## src/rtl/music_pkg.sv

```systemverilog
// Shared definitions for the music note player blocks.
//   NOTE_W     width of a note code ([5:0] = octave*12 + note, 0 = rest)
//   REST_CODE  note code that keeps the gate closed while timing still runs
//   state_t    arbiter FSM states
package music_pkg;

  localparam int NOTE_W = 8;
  localparam logic [NOTE_W-1:0] REST_CODE = 8'd0;

  typedef enum logic [1:0] {
    IDLE = 2'd0,
    PLAY = 2'd1,
    GAP  = 2'd2
  } state_t;

endpackage

```

## src/rtl/music_tick_gen.sv

```systemverilog
// Free-running duration tick prescaler, shared by the arbiter and the song sequencer.
// Ports:
//   clk   in   system clock
//   rst   in   synchronous reset, active-high (counter -> 0)
//   tick  out  one-cycle pulse while the counter sits at TICK_DIV-1
module music_tick_gen
  import music_pkg::*;
#(
  parameter int TICK_DIV = 390625
) (
  input  logic clk,
  input  logic rst,
  output logic tick
);

  localparam int CNT_W = $clog2(TICK_DIV);

  logic [CNT_W-1:0] cnt;

  assign tick = (cnt == CNT_W'(TICK_DIV - 1));

  // NOTE: sequential state uses non-blocking assignments so every register
  // samples pre-edge values; reset is synchronous, sampled on the clock edge.
  always_ff @(posedge clk) begin
    if (rst) begin
      cnt <= '0;
    end else if (tick) begin
      cnt <= '0;
    end else begin
      cnt <= cnt + CNT_W'(1);
    end
  end

endmodule

```

## src/rtl/music_arbiter.sv

```systemverilog
// Round-robin scheduler sharing one tone generator between NUM_REQ sound sources.
// Each granted source plays its note for dur ticks, then a silent gap of
// GAP_TICKS ticks follows before the next grant.
// Ports:
//   clk       in   system clock
//   rst       in   synchronous reset, active-high
//   req       in   [NUM_REQ]        level request per source, held until ack
//   note_in   in   [8*NUM_REQ]      per-source note code, slice i = [8*i+7:8*i]
//   dur_in    in   [DUR_W*NUM_REQ]  per-source duration in ticks (0 plays as 1)
//   stop      in   abort current note/gap and return to IDLE
//   ack       out  [NUM_REQ]        1-cycle pulse: request accepted, note/dur latched
//   done      out  [NUM_REQ]        1-cycle pulse: note finished its full duration
//   note_out  out  [8]              registered note code to the tone generator
//   note_on   out  generator gate
//   busy      out  high in any state other than IDLE
module music_arbiter
  import music_pkg::*;
#(
  parameter int NUM_REQ   = 4,
  parameter int TICK_DIV  = 390625,
  parameter int GAP_TICKS = 1,
  parameter int DUR_W     = 8
) (
  input  logic                     clk,
  input  logic                     rst,
  input  logic [NUM_REQ-1:0]       req,
  input  logic [NOTE_W*NUM_REQ-1:0] note_in,
  input  logic [DUR_W*NUM_REQ-1:0] dur_in,
  input  logic                     stop,
  output logic [NUM_REQ-1:0]       ack,
  output logic [NUM_REQ-1:0]       done,
  output logic [NOTE_W-1:0]        note_out,
  output logic                     note_on,
  output logic                     busy
);

  localparam int RR_W  = $clog2(NUM_REQ);
  // Keep the gap counter at least one bit wide so GAP_TICKS=0 still elaborates.
  localparam int GAP_W = (GAP_TICKS > 0) ? $clog2(GAP_TICKS + 1) : 1;

  state_t            state;
  logic [RR_W-1:0]   rr;
  logic [DUR_W-1:0]  remaining;
  logic [GAP_W-1:0]  gap_cnt;
  logic              tick;

  logic [RR_W:0]     pick;
  logic              grant_valid;
  logic [RR_W-1:0]   grant_idx;
  logic [NOTE_W-1:0] sel_note;
  logic [DUR_W-1:0]  sel_dur;

  // Round-robin search: first set request starting just above the last grant,
  // wrapping. Result is {found, index}. Scanning from the farthest candidate
  // down lets the nearest one overwrite and win.
  function automatic logic [RR_W:0] rr_pick(input logic [NUM_REQ-1:0] r,
                                            input logic [RR_W-1:0]    last);
    logic [RR_W:0] res;
    int idx;
    res = '0;
    for (int k = NUM_REQ; k >= 1; k--) begin
      idx = (int'(last) + k) % NUM_REQ;
      if (r[idx]) res = {1'b1, RR_W'(idx)};
    end
    return res;
  endfunction

  music_tick_gen #(
    .TICK_DIV(TICK_DIV)
  ) u_tick_gen (
    .clk (clk),
    .rst (rst),
    .tick(tick)
  );

  // NOTE: every combinational output gets a value on every path, so no latch is inferred.
  always_comb begin
    pick        = rr_pick(req, rr);
    grant_valid = pick[RR_W];
    grant_idx   = pick[RR_W-1:0];
    sel_note    = note_in[NOTE_W*grant_idx +: NOTE_W];
    sel_dur     = dur_in[DUR_W*grant_idx +: DUR_W];
  end

  assign busy = (state != IDLE);

  always_ff @(posedge clk) begin
    if (rst) begin
      state     <= IDLE;
      rr        <= RR_W'(NUM_REQ - 1);
      remaining <= '0;
      gap_cnt   <= '0;
      ack       <= '0;
      done      <= '0;
      note_out  <= '0;
      note_on   <= 1'b0;
    end else begin
      // ack/done are pulses: cleared every cycle unless set below.
      ack  <= '0;
      done <= '0;
      if (stop) begin
        // Abort wins over any same-cycle grant or tick; rr is left as is.
        state   <= IDLE;
        note_on <= 1'b0;
      end else begin
        case (state)
          IDLE: begin
            if (grant_valid) begin
              state          <= PLAY;
              rr             <= grant_idx;
              ack[grant_idx] <= 1'b1;
              note_out       <= sel_note;
              note_on        <= (sel_note != REST_CODE);
              remaining      <= (sel_dur == '0) ? DUR_W'(1) : sel_dur;
            end
          end
          PLAY: begin
            if (tick) begin
              if (remaining == DUR_W'(1)) begin
                done[rr] <= 1'b1;
                note_on  <= 1'b0;
                if (GAP_TICKS > 0) begin
                  state   <= GAP;
                  gap_cnt <= GAP_W'(GAP_TICKS);
                end else begin
                  state <= IDLE;
                end
              end else begin
                remaining <= remaining - DUR_W'(1);
              end
            end
          end
          GAP: begin
            note_on <= 1'b0;
            if (tick) begin
              if (gap_cnt <= GAP_W'(1)) state <= IDLE;
              else gap_cnt <= gap_cnt - GAP_W'(1);
            end
          end
          default: state <= IDLE;
        endcase
      end
    end
  end

endmodule

```

## config.mk

```make
export PLATFORM = sky130hd
export DESIGN_NAME = music_arbiter
export DESIGN_NICKNAME = d
export VERILOG_FILES = /design/src/rtl/music_pkg.sv /design/src/rtl/music_tick_gen.sv /design/src/rtl/music_arbiter.sv
export SDC_FILE = /design/constraint.sdc
export NUM_CORES = 1
export LEC_CHECK = 0
export CORE_MARGIN = 2
export CORE_UTILIZATION = 40
export CTS_CLUSTER_DIAMETER = 100
export DETAILED_ROUTE_END_ITERATION = 6
export PLACE_DENSITY = 0.72
export SETUP_SLACK_MARGIN = 0.3
export SLEW_MARGIN = 0
export SYNTH_ARGS = -nofsm -noshare
export SYNTH_HDL_FRONTEND = slang
export SYNTH_SLANG_ARGS = --single-unit
```

## constraint.sdc

```tcl
create_clock -name clk -period 4.8 [get_ports clk]
set_clock_uncertainty 0.15 [all_clocks]
set_input_delay 0.48 -clock clk [delete_from_list [all_inputs] [get_ports clk]]
set_output_delay 0.48 -clock clk [all_outputs]
set_load 0.01 [all_outputs]
```

Word-level counts from Yosys, hierarchy flattened --
Cells that the tools add are included.
Storage, ports and cells: register bits 49, output and inout port bits 18
Cells by class: add/sub/neg operators 7, order comparisons 9, equal/unequal tests 11, shifts and indexed selects 2, multiplexer cells 40, bitwise logic cells 10, reduce and logical (&&, ||, !) cells 22
Operator list (count):
- variable part select 32 x 6 -> 8 bit | 2
- 2-to-1 mux 8 bit | 4
- adder 19 x 1 -> 19 bit, second input constant | 1
- == test 19 bit, second input constant | 1
- 2-to-1 mux 1 bit | 17
- < comparator 3 x 4 -> 1 bit, second input constant | 4
- one-hot mux 8 bit (2 select lines) | 1
- inequality test 2 bit, second input constant | 7
- 2-to-1 mux 3 bit | 4
- OR reduction 2 bit | 6
- 2-to-1 mux 2 bit | 5
- AND reduction 5 bit | 2
- binary-select mux 1 bit (select 2 bit) | 4
- == test 8 x 1 -> 1 bit, second input constant | 1
- zero test 8 bit | 1
- nonzero test 8 bit | 1
- subtractor 8 x 1 -> 8 bit, second input constant | 1
- < comparator 2 x 3 -> 1 bit, second input constant | 2
- inverter 1 bit | 6
- one-hot mux 2 bit (3 select lines) | 1
- AND reduction 6 bit | 1
- nonzero test 2 bit | 3
- OR reduction 5 bit | 1
- adder 2 x 1 -> 2 bit, second input constant | 2
- 16 further kinds | 23

Longest topological paths before layout --
depth in word-level cells 15, depth in mapped cells 12

Hierarchy --
Synthesis repeated with hierarchy kept, for this count alone.
Unflattened totals: cell total of the unflattened synthesis 391, area, all modules 3130.5 um2
By module, submodules not included:
- music_arbiter | times used 1, cells an instance 289, area an instance 2232.1 um2
- music_tick_gen | times used 1, cells an instance 102, area an instance 898.4 um2

Worst setup path after synthesis --
Ideal clock, no wire load.
kind register to register, start reg rr[0], end reg remaining[0], data arrival time 3118 ps, required time 4559 ps, slack 1441 ps, cell stages (with the launch flop) 13, period minus slack after synthesis 3359 ps, cells stage by stage dfxtp_1 buf_4 inv_1 ha_1 mux4_2 nor2b_4 or3b_1 buf_2 buf_6 a221oi_1 o22ai_1 or4_1 a311oi_1
On the way: longest elaborated chain between the ends 13, elaborated cells between the ends (all ways) 27, those cells by class 4 x add/sub; 1 x eq/ne; 1 x shift; 19 x mux; 2 x reduce/logical
Ends and longest elaborated chain:
- start: declaration | line music_arbiter.sv:42 | logic [RR_W-1:0] rr;
- start signal: assignment | line music_arbiter.sv:90 | rr <= RR_W'(NUM_REQ - 1);
- start signal: assignment | line music_arbiter.sv:110 | rr <= grant_idx;
- adder 2 x 1 -> 2 bit | line music_arbiter.sv:62 | idx = (int'(last) + k) % NUM_REQ;
- binary-select mux 1 bit (select 2 bit) | line music_arbiter.sv:63 | if (r[idx]) res = {1'b1, RR_W'(idx)};
- 2-to-1 mux 1 bit (not written as such) (2 in a row) | line music_arbiter.sv:63
- 2-to-1 mux 3 bit (3 in a row) | line music_arbiter.sv:63
- 2-to-1 mux 3 bit * | line music_arbiter.sv:63
- variable part select 32 x 6 -> 8 bit | line music_arbiter.sv:82 | sel_dur = dur_in[DUR_W*grant_idx +: DUR_W];
- zero test 8 bit | line music_arbiter.sv:114 | remaining <= (sel_dur == '0) ? DUR_W'(1) : sel_dur;
- 2-to-1 mux 8 bit | line music_arbiter.sv:114
- 2-to-1 mux 8 bit | line music_arbiter.sv:108 | if (grant_valid) begin
- one-hot mux 8 bit (2 select lines) | line music_arbiter.sv:106 | case (state)
- end signal: assignment | line music_arbiter.sv:114
- end signal: assignment | line music_arbiter.sv:129 | remaining <= remaining - DUR_W'(1);
- end: declaration | line music_arbiter.sv:43 | logic [DUR_W-1:0] remaining;
Mark *: on every way between the ends. The rest lies on a longest branch, timed or not. The select of a mux whose other input is x is not followed. A chain may end at the register's enable or synchronous reset.

Worst setup path in the final report --
start reg rr[0], end reg note_on
On the way: longest elaborated chain between the ends 12, elaborated cells between the ends (all ways) 26, those cells by class 4 x add/sub; 1 x eq/ne; 1 x shift; 18 x mux; 2 x reduce/logical
Ends and longest elaborated chain:
- adder 2 x 1 -> 2 bit | line music_arbiter.sv:62
- binary-select mux 1 bit (select 2 bit) | line music_arbiter.sv:63
- 2-to-1 mux 1 bit (not written as such) (2 in a row) | line music_arbiter.sv:63
- 2-to-1 mux 3 bit (3 in a row) | line music_arbiter.sv:63
- 2-to-1 mux 3 bit * | line music_arbiter.sv:63
- variable part select 32 x 6 -> 8 bit | line music_arbiter.sv:81 | sel_note = note_in[NOTE_W*grant_idx +: NOTE_W];
- nonzero test 8 bit | line music_arbiter.sv:113 | note_on <= (sel_note != REST_CODE);
- 2-to-1 mux 1 bit | line music_arbiter.sv:108
- one-hot mux 1 bit (3 select lines) | line music_arbiter.sv:106
- end signal: assignment | line music_arbiter.sv:113
- end: declaration | line music_arbiter.sv:33 | output logic note_on,
Marks and branches as above.

==> impl_metrics.tcl <==
set metrics [dict create \
    grt_pass1_wl_um 15100 \
    clock_power_share_pct 24.9 \
    ios 89 \
    firstDrtPassIters 5 \
    r2r-end "note_on" \
    fin_cells 588 \
    n_antenna_cell 0 \
    clockBufferDepth 2 \
    path_class "reg2reg" \
    cts_setup_buffers 0 \
    status "complete, no violations" \
    area_growth_pct 32.10 \
    maxCapViolations 0 \
    hold_buffers 0 \
    rr_startpoint "rr[0]" \
    postCtsResizedCells 0 \
    fmax_mhz 237.1 \
    cp.arrival_ns 4.25 \
    fin_crit_ns 4.217 \
    clk_pin_slew_ns 0.10 \
    first_iter_violations 247 \
    max_slew_margin_pct 41.08 \
    rows 32 \
    cts_tree "built" \
    seq_power_share_pct 36.5 \
    gp_congestion 0.9307 \
    finalCritPeriodShare_pct 87.86 \
    htree_levels 2 \
    hold_start "u_tick_gen.cnt[0]" \
    endpoint_kind "flip-flop" \
    nets 567 \
    rsz0062_at_grt "false" \
    hold_viol_final 0 \
    yosysTopAreaCell "dfxtp_1" \
    dp.cells 580 \
    die-area_um2 8883 \
    grt_remaining_overflow 0 \
    ir_drop_v 0.0001470 \
    maxSlewViolCount 0 \
    synth_edf_count 0 \
    p_comb_share_pct 38.6 \
    netSwitchingFraction_pct 35.55 \
    start_util_pct 41.73 \
    synth_cells 414 \
    cts_made_buffers 5 \
    drc_errors 0 \
    critPathRequiredTime_ns 4.84 \
    ys_seq_area_share_pct 29.49 \
    ys_types 55 \
    nFillCells 741 \
    power.internal_w 0.0008007 \
    critPathLaunchType "flip-flop" \
    grt_pass1_vias 3301 \
    groute.usage.overall_pct 21.36 \
    antenna_found_initial 0 \
    syn-num-nets 496 \
    coreArea_um2 7807 \
    rr_worst_depth 10 \
    synth_top_area_share_pct 29.49 \
    vias 3425 \
    hold_path.class "reg2reg" \
    p_per_area_nw_per_um2 288.6 \
    setup_ws_ns 0.5828 \
    clk_latency_ns 0.31 \
    whs_path_depth 1 \
    synth_seq_cells 48 \
    path_cells "inv_1 -> ha_1 -> o21ai_0 -> a31oi_4 -> a211o_1 -> buf_4 -> a2111oi_0 -> o22ai_1 -> nor4_1 -> o41ai_1" \
    r2r_slack_ns 0.58 \
    die_y_um 94.25 \
    yosysWarningCount 0 \
    setup_viol 0 \
    hpwlAfterDp_um 6926 \
    portBuffers 88 \
    fin_total_pwr_w 0.001242 \
    die_x_um 94.25 \
    via_per_inst 5.825 \
    worst_pin_slew_ns 0.8757 \
    drt_wl_total_um 9113 \
    synth_area_leaders "dfxtp_1, a2111oi_0, inv_1" \
    avgSynthCellArea_um2 7.870 \
    max_stage_delay_ns 0.70 \
    drtAntennaViolNets 0 \
    syn_area_um2 3258 \
    hold_end "u_tick_gen.cnt[0]" \
    p_switching_w 0.0004415 \
    fin_setup_tns_ns 0 \
    cts_sinks 48 \
    cts_root_buf "clkbuf_8" \
    slowest_stage "dfxtp_1" \
    leakagePower_nw 1.618 \
    ys.flop_type "dfxtp_1" \
    drive_gt1_share_pct 4.321 \
    pre_cts_ws_ns 0.4654 \
    grt_max_degree 31 \
    synthArstFlopShare_pct 0 \
    wire_per_inst_um 15.50 \
    worst-path-max-fanout 30 \
]
power groups by stage:
stage / clock, W / sequential [W] / combinational (W)
floorplan: 0 / 0.000458 / 0.000306
global placement: 0 / 0.000460 / 0.000458
detailed placement: 0 / 0.000461 / 0.000468
CTS: 0.000311 / 0.000452 / 0.000471
global route: 0.000329 / 0.000459 / 0.000527
finish: 0.000309 / 0.000454 / 0.000479
worst max path at each step:
stage,cells past startpoint,from,to
4_1_cts,9,rr[0],remaining[0]
2_1_floorplan,12,rr[0],remaining[0]
3_5_place_dp,9,req[1],note_on
3_3_place_gp,9,req[1],note_on
6_report,10,rr[0],note_on
5_1_grt,10,rr[0],note_on
kinds of logic (layout without fill, tap and decap cells):
logic type      Yosys count  count (layout)  share of synthesized area (%)
flops                    48              48                          29.49
simple gates            140             140                          21.43
compound gates          114             114                          26.92
fa+ha+maj                11              11                          4.224
mux                      11              11                          4.186
buf+inv                  74             146                          9.447
xor+xnor                 16              16                          4.301
metal layers:
| layer | routed length, µm | up-vias | track usage (%) |
|---|---|---|---|
| li1 | - | 1677 | - |
| met1 | 4007 | 1616 | 26.80 |
| met2 | 4438 | 110 | 36.79 |
| met3 | 434 | 22 | 3.852 |
| met4 | 232 | 0 | 7.126 |
| met5 | 0 | - | 0 |
per-stage QoR:
step                      hold WS [ns]  util [%]  instance area (µm²)
after detailed placement        0.3024     53.53                 4179
after CTS                       0.3257     55.00                 4294
after floorplan                 0.2797         -                 3258
final                           0.3184     55.13                 4304
after global routing            0.3559     55.13                 4304
after global placement          0.2960     53.53                 4179
sequential cells by signal (all words and copies together), names as in the netlist:
signal,count
rr,2
state,2
remaining,8
note_on,1
done,4
u_tick_gen.cnt,19
ack,4
note_out,8
critical path: cells and delay by family (launching register included):
kind / cells / cell delay, ns
adder cells (fa/ha/maj): 1 / 0.39
flip-flops: 1 / 0.70
buffers and inverters: 2 / 0.42
AO/OA/AOI/OAI: 6 / 1.81
AND/OR/NAND/NOR: 1 / 0.61
Yosys cell counts (all sizes together), types with 2 or more instances:
cell type / instances
a31oi: 2
a211o: 2
nor2b: 2
buf: 8
nor3: 12
o31a: 8
mux2i: 8
and3: 4
nor4: 7
nand2b: 2
nor3b: 2
ha: 11
a2111oi: 42
nand4: 5
a221oi: 14
o211ai: 3
or2: 3
a21oi: 9
xor2: 11
nand3: 9
xnor2: 5
inv: 43
nor2: 41
dfxtp: 48
mux4: 2
nand2: 32
o21ai: 14
clkbuf: 23
a22oi: 5
or3: 5
o22ai: 7
and2: 9
placed cells by master (no fill, tap or decap), types with 2 or more instances in the layout:
master and count:
or2_2 2, or3_1 5, a2111oi_1 2, mux4_2 2
a22oi_1 5, nand4_1 5, mux2i_1 8, nand3_1 9
a211o_1 2, nor3b_1 2, buf_4 7, a2111oi_0 40
xor2_1 11, a221oi_1 14, o31a_1 8, o21ai_1 2
nor4_1 7, dfxtp_1 48, nand2b_1 2, o22ai_1 7
inv_1 43, clkdlybuf4s50_1 88, and3_1 4, xnor2_1 5
nand2_1 32, ha_1 11, o21ai_0 12, and2_1 9
nor2_1 41, o211ai_1 3, clkbuf_8 5, a21oi_1 9
nor3_1 12
cell type report:
class | instances | area (µm²) | area share [%]
clock inverter | 3 | 46.29 | 1.076
tap | 102 | 127.6 | 2.965
clock buffer | 5 | 68.82 | 1.599
inverter | 43 | 161.4 | 3.750
timing repair buffer | 95 | 933.4 | 21.69
sequential | 48 | 960.9 | 22.33
multi-input combinational | 292 | 2006 | 46.60
(Power assumes the default switching activity.)
